## config.mk

```make
export PLATFORM = sky130hd
export DESIGN_NAME = clk_div_multi
export DESIGN_NICKNAME = d
export VERILOG_FILES = /design/src/rtl/clk_div_pkg.sv /design/src/rtl/clk_div_chan.sv /design/src/rtl/clk_div_multi.sv
export SDC_FILE = /design/constraint.sdc
export NUM_CORES = 1
export LEC_CHECK = 0
export CORE_UTILIZATION = 58
export CTS_CLUSTER_DIAMETER = 40
export DETAILED_ROUTE_END_ITERATION = 8
export PLACE_DENSITY = 0.82
export SETUP_SLACK_MARGIN = 0.5
export SYNTH_ARGS = -nofsm -noshare
export SYNTH_HDL_FRONTEND = slang
export SYNTH_HIERARCHICAL = 1
export SYNTH_SLANG_ARGS = --single-unit
```

## constraint.sdc

```tcl
create_clock -name CLK -period 6.85 [get_ports CLK]
set_input_delay 1.0275 -clock CLK [delete_from_list [all_inputs] [get_ports CLK]]
set_output_delay 1.0275 -clock CLK [all_outputs]
set_load 0.01 [all_outputs]
```

## src/rtl/clk_div_pkg.sv

```systemverilog
// Shared constants and helpers for the multi-channel clock divider.
package clk_div_pkg;

    localparam int CNT_W_DEF   = 15;
    localparam int DEF_DIV_DEF = 20000;

    // Select-bus width; never below one bit so a single channel still has a port.
    function automatic int clog2(input int n);
        int r;
        r = 0;
        for (int i = 0; i < 31; i++) begin
            if ((1 << i) < n) r = i + 1;
        end
        return (r < 1) ? 1 : r;
    endfunction

endpackage

```

## src/rtl/clk_div_chan.sv

```systemverilog
// One divider channel: counter, active/shadow divide, toggle, tick, pend.
module clk_div_chan
    import clk_div_pkg::*;
#(
    parameter int CNT_W   = CNT_W_DEF,
    parameter int DEF_DIV = DEF_DIV_DEF
) (
    input  logic             CLK,
    input  logic             RST_N,
    input  logic             run,
    input  logic             ld,
    input  logic [CNT_W-1:0] ld_val,
    output logic             clk_out,
    output logic             tick,
    output logic             pend
);

    localparam logic [CNT_W-1:0] DEF_V = CNT_W'(DEF_DIV);

    logic [CNT_W-1:0] cnt;
    logic [CNT_W-1:0] act;
    logic [CNT_W-1:0] shd;

    always_ff @(posedge CLK or negedge RST_N) begin
        if (!RST_N) begin
            cnt     <= '0;
            act     <= DEF_V;
            shd     <= DEF_V;
            clk_out <= 1'b0;
            tick    <= 1'b0;
            pend    <= 1'b0;
        end else begin
            if (!run) begin
                cnt     <= '0;
                clk_out <= 1'b0;
                tick    <= 1'b0;
                if (pend) begin
                    act  <= shd;
                    pend <= 1'b0;
                end
            end else if (cnt == act) begin
                cnt     <= '0;
                clk_out <= ~clk_out;
                tick    <= 1'b1;
                if (pend) begin
                    act  <= shd;
                    pend <= 1'b0;
                end
            end else begin
                cnt  <= cnt + 1'b1;
                tick <= 1'b0;
            end
            // A load on the apply edge stays pending for the next one.
            if (ld) begin
                shd  <= ld_val;
                pend <= 1'b1;
            end
        end
    end

endmodule

```

## src/rtl/clk_div_multi.sv

```systemverilog
// Multi-channel programmable clock divider with glitch-free reload.
// Define CLK_DIV_MULTI_SYNC_EN to add the SYNC phase-align input.
module clk_div_multi
    import clk_div_pkg::*;
#(
    parameter int CH      = 2,
    parameter int CNT_W   = CNT_W_DEF,
    parameter int DEF_DIV = DEF_DIV_DEF
) (
    input  logic                  CLK,
    input  logic                  RST_N,
    input  logic [CH-1:0]         EN,
`ifdef CLK_DIV_MULTI_SYNC_EN
    input  logic                  SYNC,
`endif
    input  logic                  DIV_LD,
    input  logic [clog2(CH)-1:0]  DIV_SEL,
    input  logic [CNT_W-1:0]      DIV_VAL,
    output logic [CH-1:0]         CLK_OUT,
    output logic [CH-1:0]         TICK,
    output logic [CH-1:0]         LD_PEND
);

    localparam int SEL_W = clog2(CH);

    logic [CH-1:0] run;
    logic [CH-1:0] ld;

`ifdef CLK_DIV_MULTI_SYNC_EN
    // SYNC holds every channel exactly like a disable, so all restart together.
    assign run = EN & ~{CH{SYNC}};
`else
    assign run = EN;
`endif

    for (genvar i = 0; i < CH; i++) begin : g_ch
        assign ld[i] = DIV_LD && (DIV_SEL == SEL_W'(i));

        clk_div_chan #(
            .CNT_W   (CNT_W),
            .DEF_DIV (DEF_DIV)
        ) u_chan (
            .CLK     (CLK),
            .RST_N   (RST_N),
            .run     (run[i]),
            .ld      (ld[i]),
            .ld_val  (DIV_VAL),
            .clk_out (CLK_OUT[i]),
            .tick    (TICK[i]),
            .pend    (LD_PEND[i])
        );
    end

endmodule
```

==> key figures, run 1 <==
Power and ir drop
  • PwrDens: 273 nW/um2
  • Clock share of power: 28.4%
  • Int Power: 0.000972 W
  • Comb pwr share: 15.1%
  • LEAKAGE: 1.92 nW
  • Worst VDD drop: 0.196 mV
  • Switching Share: 24.7%
  • Psw: between 0.0003 and 0.0004 W
  • Register share of total power: a little under three fifths

Placement
  • RePlAce Congestion: approximately 0.85
  • Dpl ws: roughly 3.8 ns
  • # port buffers: 26
  • Placed Instance Area: ~4500 um2
  • Hpwl dp: around 5100 um

Synthesis
  • Sequential fraction of the synthesis area: 57.4%
  • Area share of the largest cell type after synthesis: between 40% and 50%
  • Synth Area in XOR/XNOR: about 12%
  • Synth Cell Area: ~4200 um2
  • Post-synthesis area per instance: approximately 13 um2
  • Area contributors post-synth: dfrtp_1 45%, dfstp_2 12%, mux2_2 11%
  • Commonest cells post-synth: 76 x dfrtp_1, 42 x xnor2_1, 40 x mux2_2, 36 x nor2_1
  • Mux cell area share after synthesis: 16.0%
  • Syn Inst Count: about 330
  • Adder-cell share of the synthesized area: less than 1%
  • YS warnings: 6
  • Most common cell in the netlist: dfrtp_1
  • Async SR Flop Fraction: 100%
  • Post-synth EDFFs: 0
  • FF+latch count, synth: between 90 and 100
  • Post-synthesis cell type count: 23
  • Main combinational cell family by area after synthesis: multiplexers
  • Top_reg_cell synth: dfrtp_1
  • Syn Nets: 349
  • Synth Area in Simple Gates: a little under 10%
  • Yosys top cell by area: dfrtp_1
  • Synth Area in Compound Gates: 1.66%

Worst hold path
  • Worst min-delay path class: primary input to async pin

Run
  • Max Cap Viol: 0

Route
  • Routed Wire Length: between 7000 and 8000 um
  • TritonRoute pass-1 iters: 4
  • Vias: around 2,500
  • DR vias/cell: about 5.5
  • DR WL/cell: 15.9 um
  • DRC viols: 0
  • Post-DRT Antenna Nets: 0
  • Detailed Route Iter0 Violations: ~140

Timing
  • Setup ws final: around 3.8 ns
  • Sum of negative setup slack: 0 ns
  • Setup violations, final: 0
  • Fin crit share: roughly 44%
  • Slew margin rel.: between 20 and 30%
  • Pins Over Slew Limit: 0
  • Max Fclk: roughly 330 MHz
  • Endpoints failing hold: 0
  • Fin Clk Skew: just under 0.009 ns
  • Slew @ Worst Pin: around 1.1 ns
  • Minimum clock period: about 3.0 ns
  • RSZ-0062 raised after global routing: no

Worst setup path
  • CP endpoint kind: flip-flop
  • Worst setup startpoint: g_ch[0].u_chan/cnt[7]$_DFF_PN0_
  • CP top delay family: compound AO/OA/AOI/OAI gates
  • Start of the worst register-to-register path: g_ch[0].u_chan/cnt[7]$_DFF_PN0_
  • Reg2Reg Setup Slack: 3.83 ns
  • Startpoint Class: flip-flop
  • CP Class: flip-flop to flip-flop
  • CP max stage delay: roughly 0.93 ns
  • Worst-path cell chain: xnor2_1 > nand4_1 > o41ai_4 > and2_1 > mux2_1
  • Levels on crit path: 5
  • CP Buf/Inv Count: 0
  • Reg-to-reg critical path endpoint: g_ch[0].u_chan/act[8]$_DFFE_PN0P_
  • Worst-path maximum fanout: 17
  • Slowest CP cell: o41ai_4
  • Worst Path Required: just over 7 ns
  • R2R depth: 5
  • Crit path arrival time: approximately 3.2 ns
  • Worst setup endpoint: g_ch[0].u_chan/act[8]$_DFFE_PN0P_

Cells and area
  • Ratio of cells with drive above 1 in the final layout: ~22%
  • Area occupied by multi-input gates: 1700 um2
  • Register area: around 2400 um2
  • Finished Cell Area: approximately 4700 um2
  • Area growth, synth to finish: 11.7%
  • ANT cells: 0
  • Final nets: around 380
  • Number of fill cells: 504

Global route
  • Initial antenna violation count: 0
  • First-pass GRT wire length: about 12,000 um
  • Total gr overflow: 0
  • GR Util All Layers: 21.8%
  • Vias in the first global route: between 2,000 and 3,000
  • Largest net degree at the start of global routing: 90

Die
  • Core ar.: about 6900 um2
  • Die Width: slightly below 90 um
  • Site Rows: 30
  • Ports: 27
  • Die ar.: about 7600 um2
  • Initial Utilization: between 60% and 70%
  • Die Ht: between 80 and 90 um

Clock tree
  • TritonCTS clock tree: yes
  • Clock Latency Late Sink: between 0.3 and 0.4 ns
  • Reg clk slew, reported paths: about 0.09 ns
  • CTS resizes: 0
  • Clock buffer depth: 2
  • Clk sinks: 96
  • # hold bufs at CTS: 0
  • CTS HTree Levels: 3
  • Setup Fix Bufs, Post-CTS: 0
  • Cts bufs inserted: 9
  • Root buffer cell: clkbuf_8

Run status
  • Status: complete, no violations
[worst min path at each step]
stage | slack (ns) | end | from | cells past startpoint
2_1_floorplan | 0.46 | g_ch[0].u_chan/act[12]$_DFFE_PN0P_ | g_ch[0].u_chan/shd[12]$_DFFE_PN0P_ | 1
3_3_place_gp | 0.47 | g_ch[0].u_chan/act[12]$_DFFE_PN0P_ | g_ch[0].u_chan/shd[12]$_DFFE_PN0P_ | 1
3_5_place_dp | 0.48 | g_ch[0].u_chan/act[13]$_DFFE_PN0P_ | g_ch[0].u_chan/shd[13]$_DFFE_PN0P_ | 1
4_1_cts | 0.46 | g_ch[0].u_chan/cnt[6]$_DFF_PN0_ | RST_N | 1
5_1_grt | 0.46 | g_ch[0].u_chan/cnt[1]$_DFF_PN0_ | RST_N | 1
6_report | 0.48 | g_ch[0].u_chan/cnt[1]$_DFF_PN0_ | RST_N | 1
[layer usage]
metal / vias up / share of wire (%) / track usage [%]
li1: 1164 / - / -
met1: 1241 / 47 / 31.1
met2: 55 / 47 / 33.1
met3: 10 / 4.1 / 3.79
met4: 0 / 1.5 / 9.39
met5: - / 0 / 0
[per-stage QoR]
stage	cells	util, %	hold slack [ns]	total power [W]
2_1_floorplan	326	-	0.460	0.000871
3_3_place_gp	437	65.5	0.472	0.000925
3_5_place_dp	437	65.5	0.479	0.000939
4_1_cts	453	68.4	0.460	0.00131
5_1_grt	453	68.4	0.459	0.00136
6_report	453	68.4	0.476	0.00129
[power groups by stage]
stage                     Clock, W  Combinational (W)  Sequential, W
after global placement           0           0.000187       0.000738
final                     0.000366           0.000194       0.000731
after global routing      0.000400           0.000215       0.000743
after floorplan                  0           0.000150       0.000721
after detailed placement         0           0.000195       0.000743
after CTS                 0.000376           0.000198       0.000732
[worst reg2reg max path, cell delays in order (launching register included)]
cell and delay, ns:
dfrtp_1 0.46, xnor2_1 0.21, nand4_1 0.22, o41ai_4 0.93, and2_1 0.69, mux2_1 0.40
[sequential cells by signal, indices dropped and copies added, names as in the netlist]
signal	count
g_ch.u_chan/act	30
g_ch.u_chan/clk_out	2
g_ch.u_chan/tick	2
g_ch.u_chan/cnt	30
g_ch.u_chan/shd	30
g_ch.u_chan/pend	2
[placed cells by master, fill, tap and decap left out]
cell,instances
dfrtp_1,76
xnor2_1,42
mux2_2,40
nor2_1,36
clkdlybuf4s50_1,25
mux2_1,20
dfstp_2,20
xor2_1,16
nand3_1,14
nand2_1,14
clkbuf_8,11
nand4_1,8
nor4_1,6
and2_1,6
nor3_1,4
inv_1,4
clkinv_2,2
clkbuf_1,2
o41ai_4,2
o21bai_1,2
ha_1,2
buf_4,2
and2b_2,1
and2_2,1
bufinv_16,1
[logic make-up (layout without fill, tap and decap cells)]
family,count (synthesis),count (layout)
AO/OA/AOI/OAI,4,4
buffers and inverters,16,47
multiplexers,60,60
AND/OR/NAND/NOR,90,90
flip-flops,96,96
adder cells (fa/ha/maj),2,2
XOR/XNOR,58,58
[area by class of cell]
type	instances	share of cell area, %
Clock buffer	13	3.36
Clock inverter	3	0.847
Inverter	4	0.318
Multi-Input combinational cell	214	35.9
Sequential cell	96	51.4
Tap cell	96	2.54
Timing Repair Buffer	27	5.61
(Power assumes the default switching activity.)
==> run 2: changes to the inputs <==
--- a/config.mk
+++ b/config.mk
@@ -5,10 +5,10 @@
 export SDC_FILE = /design/constraint.sdc
 export NUM_CORES = 1
 export LEC_CHECK = 0
-export CORE_UTILIZATION = 58
+export CORE_UTILIZATION = 53
 export CTS_CLUSTER_DIAMETER = 40
 export DETAILED_ROUTE_END_ITERATION = 8
-export PLACE_DENSITY = 0.82
+export PLACE_DENSITY = 0.79
 export SETUP_SLACK_MARGIN = 0.5
 export SYNTH_ARGS = -nofsm -noshare
 export SYNTH_HDL_FRONTEND = slang
==> constraint.sdc (replaced) <==
create_clock -name CLK -period 2.7 [get_ports CLK]
set_input_delay 0.405 -clock CLK [delete_from_list [all_inputs] [get_ports CLK]]
set_output_delay 0.405 -clock CLK [all_outputs]
set_load 0.01 [all_outputs]
==> key figures, run 2 (synthesis results as in run 1) <==
Run status
  • Status: complete, no violations

Cells and area
  • Most common cell after layout, fill and taps aside: dfrtp_1
  • Post-layout util: 62.1% (-6.3 points)
  • ANT cells: 0 (unchanged)
  • Commonest non-fill, non-tap cells in the layout: 76 x dfrtp_1, 42 x xnor2_1, 40 x mux2_2
  • Final nets: 379 (+1.1%)
  • Largest regs: g_ch.u_chan/act x30, g_ch.u_chan/cnt x30, g_ch.u_chan/shd x30
  • Ratio of cells with drive above 1 in the final layout: 23.5% (+1.1 points)
  • Register area: 2430 um2 (unchanged)
  • Area growth, synth to finish: 13.5%
  • Area occupied by multi-input gates: 1700 um2 (+0.29%)
  • Number of fill cells: 575 (+14%)

Clock tree
  • TritonCTS clock tree: yes
  • Root buffer cell: clkbuf_8
  • Cts bufs inserted: 9 (unchanged)
  • Clock Latency Late Sink: 0.34 ns (about the same)
  • Clock buffer depth: 2 (unchanged)
  • Clk sinks: 96 (unchanged)
  • # hold bufs at CTS: 0 (unchanged)
  • CTS HTree Levels: 3 (unchanged)
  • CTS resizes: 0 (unchanged)
  • Setup Fix Bufs, Post-CTS: 0 (unchanged)
  • Reg clk slew, reported paths: 0.09 ns (about the same)

Global route
  • First-pass GRT wire length: 12,500 um (+1.8%)
  • Largest net degree at the start of global routing: 59 (-34%)
  • Total gr overflow: 0 (unchanged)
  • Initial antenna violation count: 0 (unchanged)
  • Vias in the first global route: 2,541 (+0.079%)
  • GR Util All Layers: 19.4% (-2.4 points)

Die
  • Ports: 27 (unchanged)
  • Core ar.: 7730 um2 (+12%)
  • Site Rows: 32 (+6.7%)
  • Initial Utilization: 54.7% (-6.5 points)
  • Die ar.: 8340 um2 (+9.2%)
  • Die Width: 91.3 um (+4.5%)
  • Die Ht: 91.3 um (+4.5%)

Worst setup path
  • Start of the worst register-to-register path: g_ch[0].u_chan/act[5]$_DFFE_PN1P_
  • Worst-path cell chain: xnor2_1 > nand4_1 > o41ai_4 > and2_1 > buf_6 > mux2_2
  • Startpoint Class: flip-flop
  • Worst Path Required: 2.93 ns (-4.14 ns)
  • R2R depth: 6 (+1)
  • Worst-path maximum fanout: 15 (-2)
  • CP endpoint kind: flip-flop
  • Reg-to-reg critical path endpoint: g_ch[0].u_chan/act[2]$_DFFE_PN0P_
  • CP Class: flip-flop to flip-flop
  • Reg2Reg Setup Slack: 0.60 ns (-3.23 ns)
  • Crit path arrival time: 2.33 ns (-0.91 ns)
  • Slowest CP cell: dfstp_2
  • CP max stage delay: 0.54 ns (-0.39 ns)

Placement
  • RePlAce Congestion: 0.821 (-3.7%)
  • # port buffers: 26 (unchanged)
  • Hpwl dp: 5070 um (-0.51%)
  • Dpl ws: 0.585 ns (-3.26 ns)

Timing
  • Fin Clk Skew: 0.00839 ns (-0.000248 ns)
  • Slew @ Worst Pin: 0.519 ns (-0.542 ns)
  • Worst hold slack: 0.0194 ns (-0.456 ns)
  • Slew margin rel.: 65.4% (+36 points)
  • Pins Over Slew Limit: 0 (unchanged)
  • Minimum clock period: 2.10 ns (-0.924 ns)
  • RSZ-0062 raised after global routing: no
  • Endpoints failing hold: 0 (unchanged)
  • Setup violations, final: 0 (unchanged)
  • Fin crit share: 77.7% (+34 points)
  • Max Fclk: 477 MHz (+44%)
  • Setup ws final: 0.602 ns (-3.23 ns)
  • Sum of negative setup slack: 0 ns (unchanged)

Power and ir drop
  • Tot Pwr: 0.00333 W (+160%)
  • Worst VDD drop: 0.429 mV (+120%)
  • PwrDens: 693 nW/um2 (+150%)
  • LEAKAGE: 1.94 nW (+1.4%)

Route
  • Detailed Route Iter0 Violations: 128 (-7.2%)
  • Routed Wire Length: 7290 um (+1.2%)
  • DR WL/cell: 15.7 um (-0.95%)
  • Post-DRT Antenna Nets: 0 (unchanged)
  • Vias: 2,431 (-1.6%)
  • DRC viols: 0 (unchanged)
  • DR vias/cell: 5.25 (-3.7%)
  • TritonRoute pass-1 iters: 4 (unchanged)

Worst hold path
  • Worst min-delay path class: primary input to async pin

Run
  • Max Cap Viol: 0 (unchanged)
run 2: layout make-up:
cell class              instances  share of cell area, %
inverters                       4                  0.313
flip-flops and latches         96                   50.5
multi-input cells             214                   35.5
well taps                     102                   2.66
clock inverters                 2                  0.782
repair buffers                 31                   6.64
clock buffers                  14                   3.60
run 2: worst max-delay path by stage:
stage,start,endpoint,slack (ns),cells past startpoint
floorplan,g_ch[0].u_chan/act[5]$_DFFE_PN1P_,g_ch[0].u_chan/act[12]$_DFFE_PN0P_,0.54,7
global placement,g_ch[0].u_chan/cnt[8]$_DFF_PN0_,g_ch[0].u_chan/act[2]$_DFFE_PN0P_,0.62,6
detailed placement,g_ch[0].u_chan/act[9]$_DFFE_PN1P_,g_ch[0].u_chan/act[0]$_DFFE_PN0P_,0.58,6
CTS,g_ch[0].u_chan/act[5]$_DFFE_PN1P_,g_ch[0].u_chan/act[0]$_DFFE_PN0P_,0.57,6
global route,g_ch[1].u_chan/cnt[2]$_DFF_PN0_,g_ch[1].u_chan/act[0]$_DFFE_PN0P_,0.47,6
finish,g_ch[0].u_chan/act[5]$_DFFE_PN1P_,g_ch[0].u_chan/act[2]$_DFFE_PN0P_,0.60,6
run 2: metal layers:
layer,share of wire (%),vias up,track usage [%]
met2,46,47,29.1
li1,-,1159,-
met4,1.2,0,7.94
met1,50,1219,28.3
met5,0,-,0
met3,2.8,6,3.18
run 2: power by group:
group          switching (W)  leakage (nW)  internal, W  total [W]
sequential          0.000151          1.18      0.00170    0.00185
combinational       0.000214         0.665     0.000296   0.000511
clock               0.000456         0.103     0.000506   0.000962
run 2: worst max-delay path: cells and delay by family, from the launching register on:
kind                   cells  cell delay [ns]
multiplexers               1             0.35
buffers and inverters      1             0.18
XOR/XNOR                   1             0.12
AND/OR/NAND/NOR            2             0.39
AO/OA/AOI/OAI              1             0.40
flip-flops                 1             0.54
run 2: through the flow:
step	instance area [um2]	cells
5_1_grt	4800	463
3_3_place_gp	4580	447
6_report	4800	463
4_1_cts	4790	463
2_1_floorplan	4230	326
3_5_place_dp	4580	447
